`src/rtl/fp_div_seq.sv`:
```
`default_nettype none
// ============================================================================
// Module      : fp_div_seq
// Description : Sequential floating-point divider, bfloat16 layout by default.
//               Restoring significand division, one quotient bit per cycle,
//               followed by normalise and round-to-nearest-even steps.
//               Subnormal inputs are read as zero and subnormal results
//               flush to zero.
// Revision    : 1.0 - initial release
// ============================================================================
module fp_div_seq #(
  parameter int EXP_W = 8,
  parameter int MAN_W = 7
) (
  input  logic                   clk,
  input  logic                   reset,
  input  logic                   start,
  input  logic [EXP_W+MAN_W:0]   opA,
  input  logic [EXP_W+MAN_W:0]   opB,
  output logic [EXP_W+MAN_W:0]   quotient,
  output logic                   valid,
  output logic                   busy,
  output logic                   overflow,
  output logic                   underflow,
  output logic                   inexact,
  output logic                   dbz,
  output logic                   invalid
);

  localparam int c_W  = 1 + EXP_W + MAN_W;
  localparam int c_XW = EXP_W + 2;          // two's-complement exponent width
  localparam int c_QW = MAN_W + 3;          // raw quotient bits
  localparam int c_RW = MAN_W + 3;          // partial remainder width
  localparam int c_CW = $clog2(c_QW + 1);
  localparam logic [c_XW-1:0]  c_BIAS     = c_XW'((1 << (EXP_W - 1)) - 1);
  localparam logic [c_XW-1:0]  c_EMAX     = c_XW'((1 << EXP_W) - 1);
  localparam logic [EXP_W-1:0] c_EXP_ONES = '1;
  localparam logic [c_W-1:0]   c_QNAN     = {1'b0, {EXP_W{1'b1}}, 1'b1, {(MAN_W-1){1'b0}}};

  typedef enum logic [1:0] {S_IDLE, S_DIV, S_NORM, S_DONE} state_t;

  state_t            r_state;
  logic [c_CW-1:0]   r_cnt;
  logic [c_RW-1:0]   r_rem;
  logic [c_QW-1:0]   r_q;
  logic [MAN_W:0]    r_y;
  logic [c_XW-1:0]   r_exp;
  logic              r_sign;
  logic [MAN_W-1:0]  r_frac;
  logic              r_g;
  logic              r_s;
  logic              r_phase;      // NORM: 0 = normalise step, 1 = round/pack step
  logic              r_special;
  logic [c_W-1:0]    r_spec_q;
  logic              r_spec_dbz;
  logic              r_spec_inv;

  // Operand field decode
  logic [EXP_W-1:0]  w_a_exp, w_b_exp;
  logic [MAN_W-1:0]  w_a_frac, w_b_frac;
  logic              w_sign, w_a_nan, w_b_nan, w_a_inf, w_b_inf, w_a_zero, w_b_zero;
  logic [c_XW-1:0]   w_exp0;

  assign w_a_exp  = opA[MAN_W +: EXP_W];
  assign w_b_exp  = opB[MAN_W +: EXP_W];
  assign w_a_frac = opA[MAN_W-1:0];
  assign w_b_frac = opB[MAN_W-1:0];
  assign w_sign   = opA[c_W-1] ^ opB[c_W-1];
  assign w_a_nan  = (w_a_exp == c_EXP_ONES) && (w_a_frac != '0);
  assign w_b_nan  = (w_b_exp == c_EXP_ONES) && (w_b_frac != '0);
  assign w_a_inf  = (w_a_exp == c_EXP_ONES) && (w_a_frac == '0);
  assign w_b_inf  = (w_b_exp == c_EXP_ONES) && (w_b_frac == '0);
  assign w_a_zero = (w_a_exp == '0);
  assign w_b_zero = (w_b_exp == '0);
  assign w_exp0   = {2'b00, w_a_exp} - {2'b00, w_b_exp} + c_BIAS;

  logic              w_special, w_spec_dbz, w_spec_inv;
  logic [c_W-1:0]    w_spec_q;

  // Classify operand pairs that bypass the divider; NaN cases take priority
  always_comb begin
    w_special  = 1'b1;
    w_spec_q   = '0;
    w_spec_dbz = 1'b0;
    w_spec_inv = 1'b0;
    if (w_a_nan || w_b_nan || (w_a_zero && w_b_zero) || (w_a_inf && w_b_inf)) begin
      w_spec_q   = c_QNAN;
      w_spec_inv = 1'b1;
    end else if (w_a_inf) begin
      w_spec_q = {w_sign, c_EXP_ONES, {MAN_W{1'b0}}};
    end else if (w_b_inf) begin
      w_spec_q = {w_sign, {(c_W-1){1'b0}}};
    end else if (w_b_zero) begin
      w_spec_q   = {w_sign, c_EXP_ONES, {MAN_W{1'b0}}};
      w_spec_dbz = 1'b1;
    end else if (w_a_zero) begin
      w_spec_q = {w_sign, {(c_W-1){1'b0}}};
    end else begin
      w_special = 1'b0;
    end
  end

  // One restoring-division step
  logic [c_RW-1:0]   w_y_ext, w_sub;
  logic              w_ge;
  assign w_y_ext = c_RW'(r_y);
  assign w_ge    = (r_rem >= w_y_ext);
  assign w_sub   = w_ge ? (r_rem - w_y_ext) : r_rem;

  logic [MAN_W-1:0]  w_n_frac;
  logic              w_n_g, w_n_s;
  logic [c_XW-1:0]   w_n_exp;

  // Normalise: a quotient below 1.0 loses one exponent and shifts left by one
  always_comb begin
    w_n_frac = r_q[MAN_W+1:2];
    w_n_g    = r_q[1];
    w_n_s    = r_q[0] | (r_rem != '0);
    w_n_exp  = r_exp;
    if (!r_q[c_QW-1]) begin
      w_n_frac = r_q[MAN_W:1];
      w_n_g    = r_q[0];
      w_n_s    = (r_rem != '0);
      w_n_exp  = r_exp - c_XW'(1);
    end
  end

  // Round to nearest even; a carry out of the fraction bumps the exponent
  logic              w_inc, w_ovf, w_unf;
  logic [MAN_W:0]    w_frac_sum;
  logic [MAN_W-1:0]  w_frac_rnd;
  logic [c_XW-1:0]   w_exp_rnd;
  assign w_inc      = r_g & (r_s | r_frac[0]);
  assign w_frac_sum = {1'b0, r_frac} + (MAN_W+1)'(w_inc);
  assign w_frac_rnd = w_frac_sum[MAN_W-1:0];
  assign w_exp_rnd  = r_exp + c_XW'(w_frac_sum[MAN_W]);
  assign w_ovf      = !w_exp_rnd[c_XW-1] && (w_exp_rnd >= c_EMAX);
  assign w_unf      = w_exp_rnd[c_XW-1] || (w_exp_rnd == '0);

  // Control FSM with datapath registers and registered result/flags
  always_ff @(posedge clk) begin
    if (reset) begin
      r_state    <= S_IDLE;
      r_cnt      <= '0;
      r_rem      <= '0;
      r_q        <= '0;
      r_y        <= '0;
      r_exp      <= '0;
      r_sign     <= 1'b0;
      r_frac     <= '0;
      r_g        <= 1'b0;
      r_s        <= 1'b0;
      r_phase    <= 1'b0;
      r_special  <= 1'b0;
      r_spec_q   <= '0;
      r_spec_dbz <= 1'b0;
      r_spec_inv <= 1'b0;
      quotient   <= '0;
      valid      <= 1'b0;
      busy       <= 1'b0;
      overflow   <= 1'b0;
      underflow  <= 1'b0;
      inexact    <= 1'b0;
      dbz        <= 1'b0;
      invalid    <= 1'b0;
    end else begin
      valid <= 1'b0;
      case (r_state)
        S_IDLE: begin
          if (start) begin
            busy       <= 1'b1;
            r_sign     <= w_sign;
            r_y        <= {1'b1, w_b_frac};
            r_rem      <= c_RW'({1'b1, w_a_frac});
            r_q        <= '0;
            r_exp      <= w_exp0;
            r_cnt      <= '0;
            r_special  <= w_special;
            r_spec_q   <= w_spec_q;
            r_spec_dbz <= w_spec_dbz;
            r_spec_inv <= w_spec_inv;
            if (w_special) begin
              r_state <= S_NORM;
              r_phase <= 1'b1;
            end else begin
              r_state <= S_DIV;
              r_phase <= 1'b0;
            end
          end
        end
        S_DIV: begin
          r_rem <= c_RW'({w_sub, 1'b0});
          r_q   <= {r_q[c_QW-2:0], w_ge};
          r_cnt <= r_cnt + c_CW'(1);
          if (r_cnt == c_CW'(c_QW - 1)) r_state <= S_NORM;
        end
        S_NORM: begin
          if (!r_phase) begin
            r_frac  <= w_n_frac;
            r_g     <= w_n_g;
            r_s     <= w_n_s;
            r_exp   <= w_n_exp;
            r_phase <= 1'b1;
          end else begin
            r_state   <= S_DONE;
            valid     <= 1'b1;
            overflow  <= 1'b0;
            underflow <= 1'b0;
            inexact   <= 1'b0;
            dbz       <= 1'b0;
            invalid   <= 1'b0;
            if (r_special) begin
              quotient <= r_spec_q;
              dbz      <= r_spec_dbz;
              invalid  <= r_spec_inv;
            end else if (w_ovf) begin
              quotient <= {r_sign, c_EXP_ONES, {MAN_W{1'b0}}};
              overflow <= 1'b1;
              inexact  <= 1'b1;
            end else if (w_unf) begin
              quotient  <= {r_sign, {(c_W-1){1'b0}}};
              underflow <= 1'b1;
              inexact   <= 1'b1;
            end else begin
              quotient <= {r_sign, w_exp_rnd[EXP_W-1:0], w_frac_rnd};
              inexact  <= r_g | r_s;
            end
          end
        end
        S_DONE: begin
          r_state <= S_IDLE;
          busy    <= 1'b0;
        end
        default: r_state <= S_IDLE;
      endcase
    end
  end

endmodule
`default_nettype wire
```
`config.mk`:
```
export PLATFORM = sky130hd
export DESIGN_NAME = fp_div_seq
export DESIGN_NICKNAME = d
export VERILOG_FILES = /design/src/rtl/fp_div_seq.sv
export SDC_FILE = /design/constraint.sdc
export NUM_CORES = 1
export LEC_CHECK = 0
export ABC_AREA = 1
export CAP_MARGIN = 10
export CORE_MARGIN = 2
export CORE_UTILIZATION = 40
export CTS_CLUSTER_SIZE = 40
export DETAILED_ROUTE_END_ITERATION = 6
export PLACE_DENSITY = 0.58
export SYNTH_ARGS = -nofsm -noshare
export SYNTH_HDL_FRONTEND = slang
export SYNTH_SLANG_ARGS = --single-unit
```
`constraint.sdc`:
```
create_clock -name clk -period 6.7 [get_ports clk]
set_input_delay 1.34 -clock clk [delete_from_list [all_inputs] [get_ports clk]]
set_output_delay 1.34 -clock clk [all_outputs]
set_load 0.01 [all_outputs]
```
==> results of run 1 <==
-- registers in the layout (all words and copies together), names as in the netlist, 2 cells and up --
register  cells
r_frac        7
r_exp        10
r_state       2
r_spec_q      3
r_cnt         4
r_q          10
r_y           8
quotient     16
r_rem        10
-- report_power, final --
part / switching (mW) / total, mW / internal (mW)
logic: 0.696 / 1.07 / 0.379
registers: 0.113 / 0.714 / 0.601
clock network: 0.196 / 0.492 / 0.297
-- worst max-delay path: stages --
cell,delay (ns)
clkdlybuf4s50_1,0.48
nand2_1,0.34
o21ai_0,0.56
inv_1,0.59
a21oi_1,0.30
nand2_1,0.08
a21oi_1,0.11
-- final timing paths --
check / endpoint / cells past startpoint
max reg2reg: r_rem[6] / 8
min reg2reg: quotient[1] / 2
max: r_rem[6] / 7
min: quotient[1] / 2
-- layout by cell type (no fill, tap or decap), types with 5 or more instances in the layout --
cell type / Yosys / routed
clkdlybuf4s50_1: 0 / 57
nand2_1: 181 / 181
inv_1: 94 / 94
nand2_2: 5 / 5
o211ai_1: 5 / 5
clkbuf_16: 0 / 9
nor2_1: 75 / 75
nand3_1: 47 / 47
a21oi_1: 89 / 89
dfxtp_1: 83 / 83
xor2_1: 9 / 9
a31oi_1: 8 / 8
nor3_1: 6 / 6
ha_1: 27 / 27
nand4_1: 25 / 25
o21ai_0: 55 / 55
-- metrics by stage --
| stage | power [mW] | area, um^2 | utilization, % | instances |
|---|---|---|---|---|
| 6_report | 2.28 | 6240 | 49.0 | 1010 |
| 5_1_grt | 2.48 | 6240 | 49.0 | 1010 |
| 4_1_cts | 2.29 | 6240 | 49.0 | 1010 |
| 3_5_place_dp | 1.79 | 5940 | 46.7 | 995 |
| 3_3_place_gp | 1.77 | 5940 | 46.7 | 995 |
| 2_1_floorplan | 1.56 | 5270 | - | 791 |
-- final cells by class --
type | count | area [um^2] | share of cell area [%]
timing repair buffer | 58 | 578 | 9.27
inverter | 100 | 375 | 6.02
tap | 172 | 215 | 3.45
sequential | 83 | 1660 | 26.6
multi-input combinational | 582 | 3110 | 49.9
clock inverter | 4 | 51.3 | 0.822
clock buffer | 11 | 243 | 3.89
-- per-layer routing --
metal  global-route usage [%]  vias up
met5                        0        -
met4                     5.43        0
met3                     2.99       18
met2                     33.7       73
met1                     24.8     2401
li1                         -     2704
-- kinds of logic (layout without fill, tap and decap cells) --
logic type / Yosys count / after routing / synth area share [%]
XOR/XNOR: 15 / 15 / 2.78
flip-flops: 83 / 83 / 31.6
AND/OR/NAND/NOR: 362 / 362 / 31.1
buffers and inverters: 126 / 173 / 9.29
adder cells (fa/ha/maj): 29 / 29 / 7.18
AO/OA/AOI/OAI: 176 / 176 / 18.1
==> qor.yml, run 1 <==
synth_top_cells_by_area: "dfxtp_1 (32%), nand2_1 (13%), a21oi_1 (8.5%), inv_1 (6.7%), ha_1 (6.4%)"
ys_warn_count: 0
vdd_ir_drop_max_v: 0.000149
final_hold_viol_count: 0
layout-drive-gt1-share_pct: 5.25
timing.final.crit_share_pct: 52.7
post_drt_via_cell_ratio: 5.14
number_of_antenna_violations_at_the_first_check_in_global_routing: 0
skew_ns: 0.00603
timing.reg2reg.setup_slack_ns: 3.76
routed-via-count: 5196
detailed_routing_iterations_pass_1: 5
final_worst_hold_slack_ns: 0.465
total_die_area_um2: 14100
post_cts_resized: 0
required_ns: 6.97
htree_depth: 3
final.fill_count: 1312
clkLatencyLatePin_ns: 0.34
start_util_pct: 41.4
diodes: 0
leakagePower_nw: 2.69
timing_worst_setup_path_type: "primary input to flop"
fraction_of_the_yosys_area_taken_by_sequential_cells_pct: 31.6
synth.ff_latch_count: 83
crit_fanout: 21
port_buffers: 57
synth_area_um2: 5270
cts_root_buf: "clkbuf_16"
detail-route-antenna-nets: 0
max-cap-violations: 0
post_dp_hpwl_um: 10100
synth_enable_flop_cells: 0
cts_setup_buffers: 0
boundaryPins: 58
grt_pass1_vias: 4964
period_needed_ns: 3.53
min-delay-start: "quotient[1]"
grt_first_pass_wirelength_um: 22800
grt_setup_unrepaired: "false"
status: "completed"
fp-row-count: 41
post_synth.cell_area_avg_um2: 6.66
synth.largest_area_cell: "dfxtp_1"
worst_ep_arrival_time_ns: 3.80
start_point_of_the_critical_path: "start"
ctsLongestPathBuffers: 2
met3RoutedLength_um: 338
synthTopCellsByCount: "nand2_1 (181), inv_1 (94), a21oi_1 (89)"
cts_tree: "yes"
clkSlewWorstSetupHoldPaths_ns: 0.06
pre_cts_setup_slack_ns: 2.85
synth_nets: 855
synthMostInstantiatedCell: "nand2_1"
maximum_number_of_pins_on_one_net_before_global_route_repair: 47
cts_sink_count: 83
core_area_um2: 12700
fin_nets: 898
postSynthCellCount: 791
layout_setup_ws_ns: 3.17
syn_to_final_growth_pct: 18.5
gp_congestion: 0.789
hold_buffers: 0
setup.worst_path.start_class: "primary input"
die_height_um: 119
pwr_density_cell_nw_per_um2: 366
max_freq_mhz: 283
track_usage_pct: 19.4
worst_slew_margin_rel_pct: 28.4
remaining_drc_errors: 0
timing.setup.tns_ns: 0
asyncSetResetFlopFracSynth_pct: 0
worst_hold_path_type: "flop to flop"
detailroute.wirelength.met2_um: 6430
total_congestion_overflow_after_global_routing: 0
drv_slew: 0
cts_buffers: 9
r2r-start: "r_state[1]"
finalSetupViolations: 0
wl_um: 13300
dr.first_iter.drc_count: 277
routedWlPerCell_um: 13.1
floorplan.die.width_um: 119
met1Wirelength_um: 6320
end_kind: "flop"
synth-main-ff-cell: "dfxtp_1"
top_layer: "met4"
synth_largest_type_area_fraction_pct: 31.6
yosysUniqueCellTypes: 49
worst_slew_pin_slew_ns: 1.06
(Power assumes the default switching activity.)
==> run 2, diff against run 1 <==
--- a/config.mk
+++ b/config.mk
@@ -11,7 +11,7 @@
 export CORE_UTILIZATION = 40
 export CTS_CLUSTER_SIZE = 40
 export DETAILED_ROUTE_END_ITERATION = 6
-export PLACE_DENSITY = 0.58
+export PLACE_DENSITY = 0.6
 export SYNTH_ARGS = -nofsm -noshare
 export SYNTH_HDL_FRONTEND = slang
 export SYNTH_SLANG_ARGS = --single-unit
==> constraint.sdc (replaced) <==
create_clock -name clk -period 3 [get_ports clk]
set_input_delay 0.6 -clock clk [delete_from_list [all_inputs] [get_ports clk]]
set_output_delay 0.6 -clock clk [all_outputs]
set_load 0.01 [all_outputs]
==> run 2 against run 1 <==
Effect of this change:
- cell area rose by 1.5%
- total power rose by 130%
- combinational power rose by 130%
- non-clock buffer count rose by 9
- largest power group unchanged
==> qor.yml, run 2 (synthesis results as in run 1) <==
crit_fanout: 10  # -52%
clkSlewWorstSetupHoldPaths_ns: 0.06  # about the same
boundaryPins: 58  # unchanged
r2r-start: "r_g"
max-cap-violations: 0  # unchanged
post_dp_hpwl_um: 10200  # +0.81%
reg2regPathDepth: 17  # +9
track_usage_pct: 19.5  # +0.14 points
drv_slew: 0  # unchanged
wl_um: 13400  # +0.60%
floorplan.die.width_um: 119  # unchanged
diodes: 0  # unchanged
min_to: "quotient[1]"
core_area_um2: 12700  # unchanged
start_util_pct: 41.4  # unchanged
final_common_cell: "nand2_1"
routed-via-count: 5232  # +0.69%
reg2reg_to: "quotient[9]"
required_ns: 3.21  # -3.76 ns
end_kind: "flop"
detail-route-antenna-nets: 0  # unchanged
worst_slew_pin_slew_ns: 0.695  # -0.367 ns
fp-row-count: 41  # unchanged
top_register: "quotient"
worst_slew_margin_rel_pct: 53.6  # +25 points
grt_first_pass_wirelength_um: 22800  # about the same
skew_ns: 0.00824  # +0.00221 ns
worst_ep_arrival_time_ns: 2.89  # -0.91 ns
final_hold_viol_count: 0  # unchanged
cts_buffers: 9  # unchanged
cts_sink_count: 83  # unchanged
vdd_ir_drop_max_v: 0.000344  # +130%
total_congestion_overflow_after_global_routing: 0  # unchanged
detailroute.wirelength.met2_um: 6600  # +2.6%
setup.worst_path.start_class: "flop"
hold_buffers: 0  # unchanged
post_cts_resized: 0  # unchanged
post_drt_via_cell_ratio: 5.13  # -0.29%
min-delay-start: "quotient[1]"
total_die_area_um2: 14100  # unchanged
ctsLongestPathBuffers: 2  # unchanged
period_needed_ns: 2.68
timing_worst_setup_path_type: "flop to flop"
timing.reg2reg.setup_slack_ns: 0.32  # -3.44 ns
met3RoutedLength_um: 387  # +14%
cts_tree: "yes"
pwr_density_cell_nw_per_um2: 821  # +120%
top_layer: "met4"
detailed_routing_iterations_pass_1: 4  # -1
cts_setup_buffers: 0  # unchanged
number_of_antenna_violations_at_the_first_check_in_global_routing: 0  # unchanged
htree_depth: 3  # unchanged
status: "completed"
grt_pass1_vias: 5056  # +1.9%
grt_setup_unrepaired: "false"
leakagePower_nw: 2.74  # +1.9%
largest_register_ff_count: 16  # unchanged
power_mw: 5.20  # +130%
layout-drive-gt1-share_pct: 6.72  # +1.5 points
syn_to_final_growth_pct: 20.3
remaining_drc_errors: 0  # unchanged
port_buffers: 57  # unchanged
finalSetupViolations: 0  # unchanged
die_height_um: 119  # unchanged
hold-path-cell-count: 2  # unchanged
worst_path_max_delay_cell: "dfxtp_1"
cts_root_buf: "clkbuf_16"
layout_setup_ws_ns: 0.319  # -2.85 ns
dr.first_iter.drc_count: 311  # +12%
worst_hold_path_type: "flop to flop"
final_cell_mix: "nand2_1 (181), inv_1 (94), a21oi_1 (89)"
routedWlPerCell_um: 13.1  # -0.38%
crit_chain: "nand2_1 -> nor2_2 -> nand4_1 -> nor2_1 -> ha_1 -> ha_1 -> nand2_4 -> nor2_8 -> nand3_1 -> nand2_1 -> nand2_2 -> nor2_4 -> nand3_4 -> nand3_1 -> nand2_1 -> nor2_1 -> nor2_1"
pre_cts_setup_slack_ns: -0.0371  # -2.88 ns
met1Wirelength_um: 6160  # -2.6%
fin_nets: 907  # +1.0%
timing.setup.tns_ns: 0  # unchanged
timing.final.crit_share_pct: 89.4
maximum_number_of_pins_on_one_net_before_global_route_repair: 46  # -2.1%
max_freq_mhz: 373
critical_path.max_stage_delay_ns: 0.38  # -0.21 ns
clkLatencyLatePin_ns: 0.34  # about the same
gp_congestion: 0.832  # +5.4%
-- run 2: cell type report --
| type | count | area (um^2) |
|---|---|---|
| fillers | 1325 | 6390 |
| clock inverters | 5 | 58.8 |
| inverters | 100 | 375 |
| well taps | 172 | 215 |
| clock buffers | 11 | 253 |
| multi-input cells | 582 | 3120 |
| flip-flops and latches | 83 | 1660 |
| repair buffers | 67 | 646 |
-- run 2: stage by stage --
| step | cell area, um^2 | hold WS, ns | cells | utilization [%] |
|---|---|---|---|---|
| 2_1_floorplan | 5270 | 0.433 | 791 | - |
| 3_3_place_gp | 6010 | 0.456 | 1004 | 47.3 |
| 3_5_place_dp | 6010 | 0.458 | 1004 | 47.3 |
| 4_1_cts | 6320 | 0.468 | 1020 | 49.7 |
| 5_1_grt | 6330 | 0.477 | 1020 | 49.8 |
| 6_report | 6330 | 0.465 | 1020 | 49.8 |
-- run 2: worst max path at each step --
| stage | start | endpoint | slack [ns] | cells past startpoint |
|---|---|---|---|---|
| 2_1_floorplan | opA[7] | r_exp[8] | 0.65 | 15 |
| 3_3_place_gp | opA[7] | r_exp[8] | 0.006 | 16 |
| 3_5_place_dp | opA[7] | r_exp[8] | -0.04 | 15 |
| 4_1_cts | r_g | quotient[9] | 0.26 | 16 |
| 5_1_grt | r_g | quotient[9] | 0.005 | 16 |
| 6_report | r_g | quotient[9] | 0.32 | 17 |
-- run 2: metal layers --
metal / global-route usage, % / vias to the layer above
met5: 0 / -
met4: 6.40 / 0
met3: 2.99 / 15
met2: 34.8 / 68
met1: 23.9 / 2423
li1: - / 2726
-- run 2: where the power goes --
group	leakage [nW]	internal (mW)	total (mW)	switching, mW
registers	0.677	1.34	1.59	0.250
logic	1.91	0.881	2.45	1.57
clock network	0.148	0.692	1.16	0.472
total	2.74	2.91	5.20	2.29
-- run 2: critical path: cells and delay by family (launching register included) --
kind,cells,cell delay (ns)
fa+ha+maj,2,0.48
simple gates,15,1.65
flops,1,0.38
